File: src/rtl/read_arbiter.sv
// read_arbiter
// Round-robin arbiter/sequencer sharing one read engine (go/ds handshake)
// between NREQ requesters. One requester owns the engine at a time: it is
// granted, a single-cycle go is issued, the arbiter waits for ds (or a
// watchdog timeout), reports done/err to the owner and rotates priority so
// the requester after the owner is scanned first next time.

module read_arbiter #(
    parameter int NREQ    = 4,
    parameter int IDX_W   = 2,
    parameter int TMO_W   = 8,
    parameter int TMO_MAX = 200
) (
    input  logic             clk,
    input  logic             rst,
    input  logic [NREQ-1:0]  req,
    input  logic             ds,
    output logic             go,
    output logic [NREQ-1:0]  gnt,
    output logic [IDX_W-1:0] owner,
    output logic [NREQ-1:0]  done_o,
    output logic [NREQ-1:0]  err_o,
    output logic             busy
);

    // ------------------------------------------------------------------
    // Elaboration-time parameter sanity checks
    // ------------------------------------------------------------------
    if (NREQ < 2 || NREQ > 16) begin : g_bad_nreq
        $error("read_arbiter: NREQ must be in 2..16");
    end

    if (IDX_W != $clog2(NREQ)) begin : g_bad_idx_w
        $error("read_arbiter: IDX_W must equal clog2(NREQ)");
    end

    // The watchdog counter must be able to reach TMO_MAX-1 without wrapping.
    if (TMO_MAX < 1 || TMO_MAX >= (1 << TMO_W)) begin : g_bad_tmo
        $error("read_arbiter: TMO_MAX must satisfy 1 <= TMO_MAX < 2**TMO_W");
    end

    // ------------------------------------------------------------------
    // State encoding
    // ------------------------------------------------------------------
    localparam logic [1:0] IDLE    = 2'd0;
    localparam logic [1:0] ISSUE   = 2'd1;
    localparam logic [1:0] WAIT    = 2'd2;
    localparam logic [1:0] RELEASE = 2'd3;

    // Last value of the watchdog before a timeout is declared.
    localparam logic [TMO_W-1:0] TMO_LAST = TMO_W'(TMO_MAX - 1);
    localparam logic [IDX_W-1:0] IDX_LAST = IDX_W'(NREQ - 1);
    localparam logic [IDX_W:0]   NREQ_EXT = (IDX_W + 1)'(NREQ);

    logic [1:0]       state;
    logic [IDX_W-1:0] ptr;
    logic [TMO_W-1:0] cnt;

    // Round-robin search signals
    logic [NREQ-1:0]  req_rot;
    logic [IDX_W-1:0] offset;
    logic [IDX_W:0]   win_sum;
    logic [IDX_W-1:0] winner;
    logic [IDX_W-1:0] owner_inc;

    // Transition qualifiers
    logic grant_fire;
    logic wait_done;
    logic wait_tmo;
    logic in_release;

    // Rotate requests so bit 0 is the highest-priority requester (ptr), pick
    // the first set bit, and map the offset back to an absolute index.
    always_comb begin
        // NOTE: every variable written here gets a value before any
        // conditional update, so no path leaves it unassigned and no latch
        // is inferred.
        req_rot = NREQ'({req, req} >> ptr);
        offset  = '0;
        // Descending scan: the lowest set offset is the last one written.
        for (int i = NREQ - 1; i >= 0; i--) begin
            if (req_rot[i]) begin
                offset = IDX_W'(i);
            end
        end
        win_sum = {1'b0, ptr} + {1'b0, offset};
        if (win_sum >= NREQ_EXT) begin
            win_sum = win_sum - NREQ_EXT;
        end
        winner = win_sum[IDX_W-1:0];
    end

    // Priority pointer after a transaction: the requester after the owner.
    always_comb begin
        owner_inc = (owner == IDX_LAST) ? '0 : owner + IDX_W'(1);
    end

    // Decode the events that move the state machine.
    always_comb begin
        grant_fire = (state == IDLE) && (|req);
        wait_done  = (state == WAIT) && ds;
        wait_tmo   = (state == WAIT) && !ds && (cnt == TMO_LAST);
        in_release = (state == RELEASE);
    end

    // Main sequencing state machine: IDLE -> ISSUE -> WAIT -> RELEASE.
    always_ff @(posedge clk) begin
        // NOTE: sequential state uses non-blocking assignments so every
        // register samples pre-edge values regardless of statement order.
        if (rst) begin
            state <= IDLE;
        end else begin
            case (state)
                IDLE:    if (grant_fire)            state <= ISSUE;
                ISSUE:                              state <= WAIT;
                WAIT:    if (wait_done || wait_tmo) state <= RELEASE;
                RELEASE:                            state <= IDLE;
                default:                            state <= IDLE;
            endcase
        end
    end

    // Watchdog: cleared on leaving ISSUE, counts every WAIT cycle.
    always_ff @(posedge clk) begin
        if (rst) begin
            cnt <= '0;
        end else if (state == ISSUE) begin
            cnt <= '0;
        end else if (state == WAIT) begin
            cnt <= cnt + TMO_W'(1);
        end
    end

    // Single-cycle start pulse: raised with the grant, dropped out of ISSUE.
    always_ff @(posedge clk) begin
        if (rst) begin
            go <= 1'b0;
        end else if (grant_fire) begin
            go <= 1'b1;
        end else if (state == ISSUE) begin
            go <= 1'b0;
        end
    end

    // Grant, owner and busy: set on grant, grant/busy cleared at RELEASE exit;
    // owner keeps the last grantee while idle.
    always_ff @(posedge clk) begin
        if (rst) begin
            gnt   <= '0;
            owner <= '0;
            busy  <= 1'b0;
        end else if (grant_fire) begin
            gnt   <= NREQ'(1) << winner;
            owner <= winner;
            busy  <= 1'b1;
        end else if (in_release) begin
            gnt   <= '0;
            busy  <= 1'b0;
        end
    end

    // Completion/timeout pulses to the owner; ds wins over a same-cycle
    // timeout, and both pulses last exactly the RELEASE cycle.
    always_ff @(posedge clk) begin
        if (rst) begin
            done_o <= '0;
            err_o  <= '0;
        end else if (wait_done) begin
            done_o <= NREQ'(1) << owner;
        end else if (wait_tmo) begin
            err_o  <= NREQ'(1) << owner;
        end else if (in_release) begin
            done_o <= '0;
            err_o  <= '0;
        end
    end

    // Rotate priority once the owner's transaction is finished.
    always_ff @(posedge clk) begin
        if (rst) begin
            ptr <= '0;
        end else if (in_release) begin
            ptr <= owner_inc;
        end
    end

endmodule

File: config.mk
export PLATFORM = sky130hd
export DESIGN_NAME = read_arbiter
export DESIGN_NICKNAME = d
export VERILOG_FILES = /design/src/rtl/read_arbiter.sv
export SDC_FILE = /design/constraint.sdc
export NUM_CORES = 1
export LEC_CHECK = 0
export BUFFER_PORTS_ARGS = -buffer_cell sky130_fd_sc_hd__buf_2
export CAP_MARGIN = 20
export CORE_ASPECT_RATIO = 1.4
export CORE_MARGIN = 2
export CORE_UTILIZATION = 50
export CTS_CLUSTER_SIZE = 30
export DETAILED_ROUTE_END_ITERATION = 12
export GPL_TIMING_DRIVEN = 0
export PLACE_DENSITY = 0.78
export SETUP_SLACK_MARGIN = 0.1
export SYNTH_ARGS = -nofsm -noshare
export SYNTH_HDL_FRONTEND = slang
export SYNTH_SLANG_ARGS = --single-unit
File: constraint.sdc
create_clock -name clk -period 2.2 [get_ports clk]
set_input_delay 0.55 -clock clk [delete_from_list [all_inputs] [get_ports clk]]
set_output_delay 0.55 -clock clk [all_outputs]
set_load 0.1 [all_outputs]
== Yosys cells after proc, flatten, opt, wreduce, memory -nomap -nowiden ==
Cells that the tools add are included.
W data, S select, Z words.

* Register bits after elaboration: 28
* Output and inout bits: 16
* Input port bits: 7
* Logic and storage cells: 60

* Equality and inequality tests: 8
* Muxes and demuxes: 18
* Order comparisons: 1
* Add/subtract/negate cells: 4
* Reduce and logical (&&, ||, !) cells: 16
* Shift operators: 3
* Bitwise logic cells: 1

{| class="wikitable"
|+ Operator list
! operator !! number
|-
| $mux W4 || 5
|-
| $mux W2 || 8
|-
| $add A8 B1 Y8 const B || 1
|-
| $eq A8 B8 Y1 const B || 1
|-
| $pmux W2 S4 || 1
|-
| $reduce_bool A2 Y1 || 4
|-
| $shl A1 B2 Y4 const A || 2
|-
| $shr A8 B2 Y4 || 1
|-
| $eq A2 B2 Y1 const B || 3
|-
| $reduce_and A2 Y1 || 3
|-
| $logic_and A1 B1 Y1 || 4
|-
| $mux W1 || 4
|-
| $ne A2 B2 Y1 const B || 2
|-
| $reduce_or A4 Y1 || 1
|-
| $add A2 B2 Y3 || 1
|-
| $ge A3 B3 Y1 const B || 1
|-
| $add A2 B1 Y2 const B || 1
|-
| $eq A2 B1 Y1 const B || 1
|-
| $logic_not A2 Y1 || 1
|-
| $ne A2 B1 Y1 const B || 1
|-
| $reduce_or A2 Y1 || 1
|-
| $sub A2 B1 Y2 const B || 1
|-
| $logic_not A1 Y1 || 1
|-
| $logic_or A1 B1 Y1 || 1
|-
| $not A1 Y1 || 1
|}

== Depth between registers and ports, before layout ==
* Word-level depth: 10
* Depth in mapped cells: 8
* Mapped depth without buffers: 8

== Least setup slack after synthesis ==
OpenSTA, ideal clock, no wires.

* Path type: input to register
* Start: input req[0]
* End: register gnt[1]
* Arrival: 1.943 ns
* Path buffers: 1
* Setup time: 0.119 ns
* Cell stages on the path: 7
* Data required time: 2.081 ns
* Setup slack: 0.139 ns
* Cells stage by stage: buf_6 > or4_1 > o211ai_1 > ha_1 > xnor2_1 > xnor2_1 > a32o_1

* Cells in the longest elaborated chain, start to end: 10
* Elaborated cells on any way between the ends: 14
* Those cells by class: add/sub (2); order compare (1); shift (2); mux (6); reduce/logical (3)

{| class="wikitable"
|+ RTL lines
! what !! line !! text
|-
| from (decl) || 16 || <nowiki>input logic [NREQ-1:0] req,</nowiki>
|-
| $shr A8 B2 Y4 || 78 || <nowiki>req_rot = NREQ'({req, req} >> ptr);</nowiki>
|-
| $mux W2 (4 in series) || 82 || <nowiki>if (req_rot[i]) begin</nowiki>
|-
| $add A2 B2 Y3 || 86 || <nowiki>win_sum = {1'b0, ptr} + {1'b0, offset};</nowiki>
|-
| $ge A3 B3 Y1 or $sub A2 B1 Y2 (tied branches) || 87, 88 ||
|-
| $mux W2 || 87 || <nowiki>if (win_sum >= NREQ_EXT) begin</nowiki>
|-
| $shl A1 B2 Y4 || 153 || <nowiki>gnt <= NREQ'(1) << winner;</nowiki>
|-
| $mux W4 || 152 || <nowiki>end else if (grant_fire) begin</nowiki>
|-
| to (signal assigned) || 153 ||
|-
| to (decl) || 19 || <nowiki>output logic [NREQ-1:0] gnt,</nowiki>
|}

Parallel ways exist; a longest one is shown, timed or not.
A chain may end at the register's enable or synchronous reset.

== Final worst setup path ==
* Start: register ptr[0]
* End: register gnt[1]

* Cells in the longest elaborated chain, start to end: 10
* Elaborated cells on any way between the ends: 11
* Those cells by class: add/sub (2); order compare (1); shift (2); mux (6)

{| class="wikitable"
|+ RTL lines
! what !! line !! text
|-
| from (decl) || 56 || <nowiki>logic [IDX_W-1:0] ptr;</nowiki>
|-
| from (signal assigned) || 183 || <nowiki>ptr <= owner_inc;</nowiki>
|-
| $shr A8 B2 Y4 || 78 ||
|-
| $mux W2 (4 in series) || 82 ||
|-
| $add A2 B2 Y3 * || 86 ||
|-
| $ge A3 B3 Y1 or $sub A2 B1 Y2 (tied branches) || 87, 88 ||
|-
| $mux W2 * || 87 ||
|-
| $shl A1 B2 Y4 * || 153 ||
|-
| $mux W4 * || 152 ||
|}

Every way passes the cells marked *; elsewhere a longest branch is shown, timed or not.

==> results by group <==
Global routing
  • Met1 Resource Use GR: 20.1%
  • GR Overflow Total: 0
  • Initial antenna violation count: 0
  • First-pass GRT wire length: 5020 um
  • Largest net degree at the start of global routing: 16
  • GRT met2 Usage: 37.8%
  • Number of global-route vias before repair: between 1k and 1.5k
  • Met3 GRT Util: 2.21%
  • Most Used Layer, Global Route: met2
  • Gr usage total: 19.4%

Place
  • Port buffer count: 20
  • Hpwl dp: 2330 um
  • Routability Congestion: around 0.75

Timing
  • Setup Skew: 0.00231 ns
  • RSZ-0062 raised after global routing: true
  • Max-slew violation count: 0
  • Max Clk Rate: approximately 500 MHz
  • Slew HR: 67.6%
  • Crit path time final: between 2 and 2.5 ns
  • Setup Viol. Count Final: 0
  • Period utilisation layout: between 90% and 100%
  • Final Hold Vio Count: 0
  • Worst slew pin tran: 0.490 ns
  • TNS Setup: 0 ns

Route
  • Vias: 1237
  • Total Wirelength: 2950 um
  • Vias/cell: 5.52
  • Routed Antenna Nets: 0
  • 1st-iter DRT viols: 39
  • Detailed Routing Iterations Pass 1: 4
  • # DRC: 0
  • Avg WL per Cell: ~13 um

Synth
  • Synthesized area per cell: approximately 8.7 um^2
  • Leading area contributor after synthesis: dfxtp_1
  • Post-synthesis async set-or-reset flop share: 0%
  • Yosys reg bits: 28
  • Synth cell types: 38
  • Most common flop cell mapped by yosys: dfxtp_1
  • Synthesized Nets: 182
  • Number of synthesized flops with an enable pin: 0
  • Most frequent cell after synthesis: dfxtp_1
  • Commonest cells in the netlist: dfxtp_1 (28), nor2_1 (17), nand2_1 (15)
  • Mapped Cells: 164
  • Post-synthesis sequential area ratio: roughly two fifths
  • Top-area cell type share of the netlist area: 39.2%
  • Mapped cell area: 1430 um^2
  • Synth Warn #: 0
  • Synth area leaders: dfxtp_1 (39%), ha_1 (9.6%), nor2_1 (4.5%)

Worst setup path
  • Crit-path max FO: 10
  • Crit-path cells: buf_6 > or4_1 > o211ai_1 > ha_1 > xnor2_1 > xnor2_2 > a32o_1
  • CP Depth: 7
  • Worst path arrival time: 2.26 ns
  • Critical Path Start Type: register
  • R2r worst-path depth: 7
  • Max incr delay on CP: ~0.54 ns
  • Worst endpoint required time: 2.44 ns
  • Crit end category: register
  • Critical path class: register to register
  • CP Buf/Inv Count: 1
  • Delay-heaviest family, CP: simple AND/OR/NAND/NOR gates
  • Crit-path slowest cell: or4_1

Finish
  • Share of cells above drive strength 1: 17.6%
  • Synth-to-layout area growth: 13.7%
  • Final net count: 207
  • Final core occ: 60.9%
  • # diodes: 0

Clocking
  • Worst-path clk slew: 0.15 ns
  • H-tree Lvls: 1
  • Worst skew pair latency: 0.33 ns
  • Root Driver: clkbuf_4
  • Max Buffers Root-to-Sink: 2
  • TritonCTS Buffers: 3
  • Setup Fix Bufs, Post-CTS: 0
  • Clock Sinks: 28
  • CTS tree: built

Pwr
  • Pwr/cell area: roughly 1100 nW/um^2
  • Pleak: 0.655 nW
  • Worst IR Drop VDD: 699 uV

Floorplan
  • Die area: 3310 um^2
  • Initial Utilization: 53.5%
  • Vert. Die Dim: approximately 67 um
  • Ports: 23
  • Core area: 2670 um^2
  • Die width: 49.2 um
  • Row count: 22

Hold path
  • Worst min path class: register to register
  • Hold depth: 2

Run status
  • Outcome: finished, final reports clean

Flow run
  • Max Cap Violations: 0
## final cells by class
class                           count  area, um^2
Clock buffer                        4        36.3
Buffer                              7        45.0
Fill cell                         248        1040
Timing Repair Buffer               20         100
Sequential cell                    28         561
Inverter                           11        41.3
Multi-Input combinational cell    118         797
Tap cell                           36        45.0
## logic make-up after synthesis
kind of cell	Yosys count	synth area share, %
multiplexers	3	2.10
flip-flops	28	39.2
AND/OR/NAND/NOR	65	23.0
AO/OA/AOI/OAI	32	15.7
adder cells (fa/ha/maj)	11	9.63
buffers and inverters	18	6.04
XOR/XNOR	7	4.29
## worst reg2reg max path: stages (launching register included)
cell      delay [ns]
dfxtp_1         0.36
buf_6           0.14
or4_1           0.54
o211ai_1        0.12
ha_1            0.19
xnor2_1         0.16
xnor2_2         0.14
a32o_1          0.28
## where the power goes
part	switching, mW	total (mW)	leakage, nW	internal (mW)
clock network	0.150	0.252	0.0210	0.101
registers	0.0714	0.659	0.228	0.588
logic	0.690	0.919	0.406	0.229
total	0.911	1.83	0.655	0.918
## placed cells by master (no fill, tap or decap), drive strengths merged, types with 2 or more instances in the layout
cell type / synthesis / layout
nor3: 5 / 5
inv: 11 / 11
clkbuf: 3 / 7
a211oi: 2 / 2
buf: 4 / 24
nand3: 5 / 5
o32ai: 6 / 6
a21oi: 11 / 11
nand2b: 9 / 9
xnor2: 3 / 3
xor2: 4 / 4
or3: 2 / 2
nand4: 4 / 4
nor4: 2 / 2
mux2i: 3 / 3
o211ai: 2 / 2
dfxtp: 28 / 28
nor2: 17 / 17
o21ai: 4 / 4
ha: 11 / 11
nand2: 15 / 15
## worst paths after layout
path	startpoint	end	slack [ns]
min reg2reg	gnt[3]	gnt[3]	0.47
min	gnt[3]	gnt[3]	0.47
max	ptr[0]	gnt[1]	0.18
max reg2reg	ptr[0]	gnt[1]	0.18
## state kept, by name, summed over array words and instances, names as in the netlist
signal  cells
busy        1
cnt         8
done_o      4
err_o       4
gnt         4
go          1
owner       2
ptr         2
state       2
## through the flow
step	instances	power [mW]	cell area (um^2)	setup WS (ns)	hold WS [ns]
after floorplan	164	1.41	1430	0.139	0.458
after global placement	220	1.54	1570	0.0478	0.429
after detailed placement	220	1.58	1570	0.0112	0.444
after CTS	224	1.83	1610	0.151	0.478
after global routing	224	1.93	1630	0.0918	0.509
final	224	1.83	1630	0.179	0.473
## per-layer routing
layer | share of wire, % | vias up | wire [um]
met1 | 40 | 585 | 1170
met4 | 2.0 | 0 | 58
met3 | 2.7 | 7 | 79
met5 | 0 | - | 0
li1 | - | 621 | -
met2 | 56 | 24 | 1640
## what timing repair did
item                                    in CTS  in global routing
resized for setup                            0                  2
endpoints found under the setup margin       0                  5
hold buffers                                 0                  0
hold endpoints to repair                     0                  0
(Power assumes the default switching activity.)
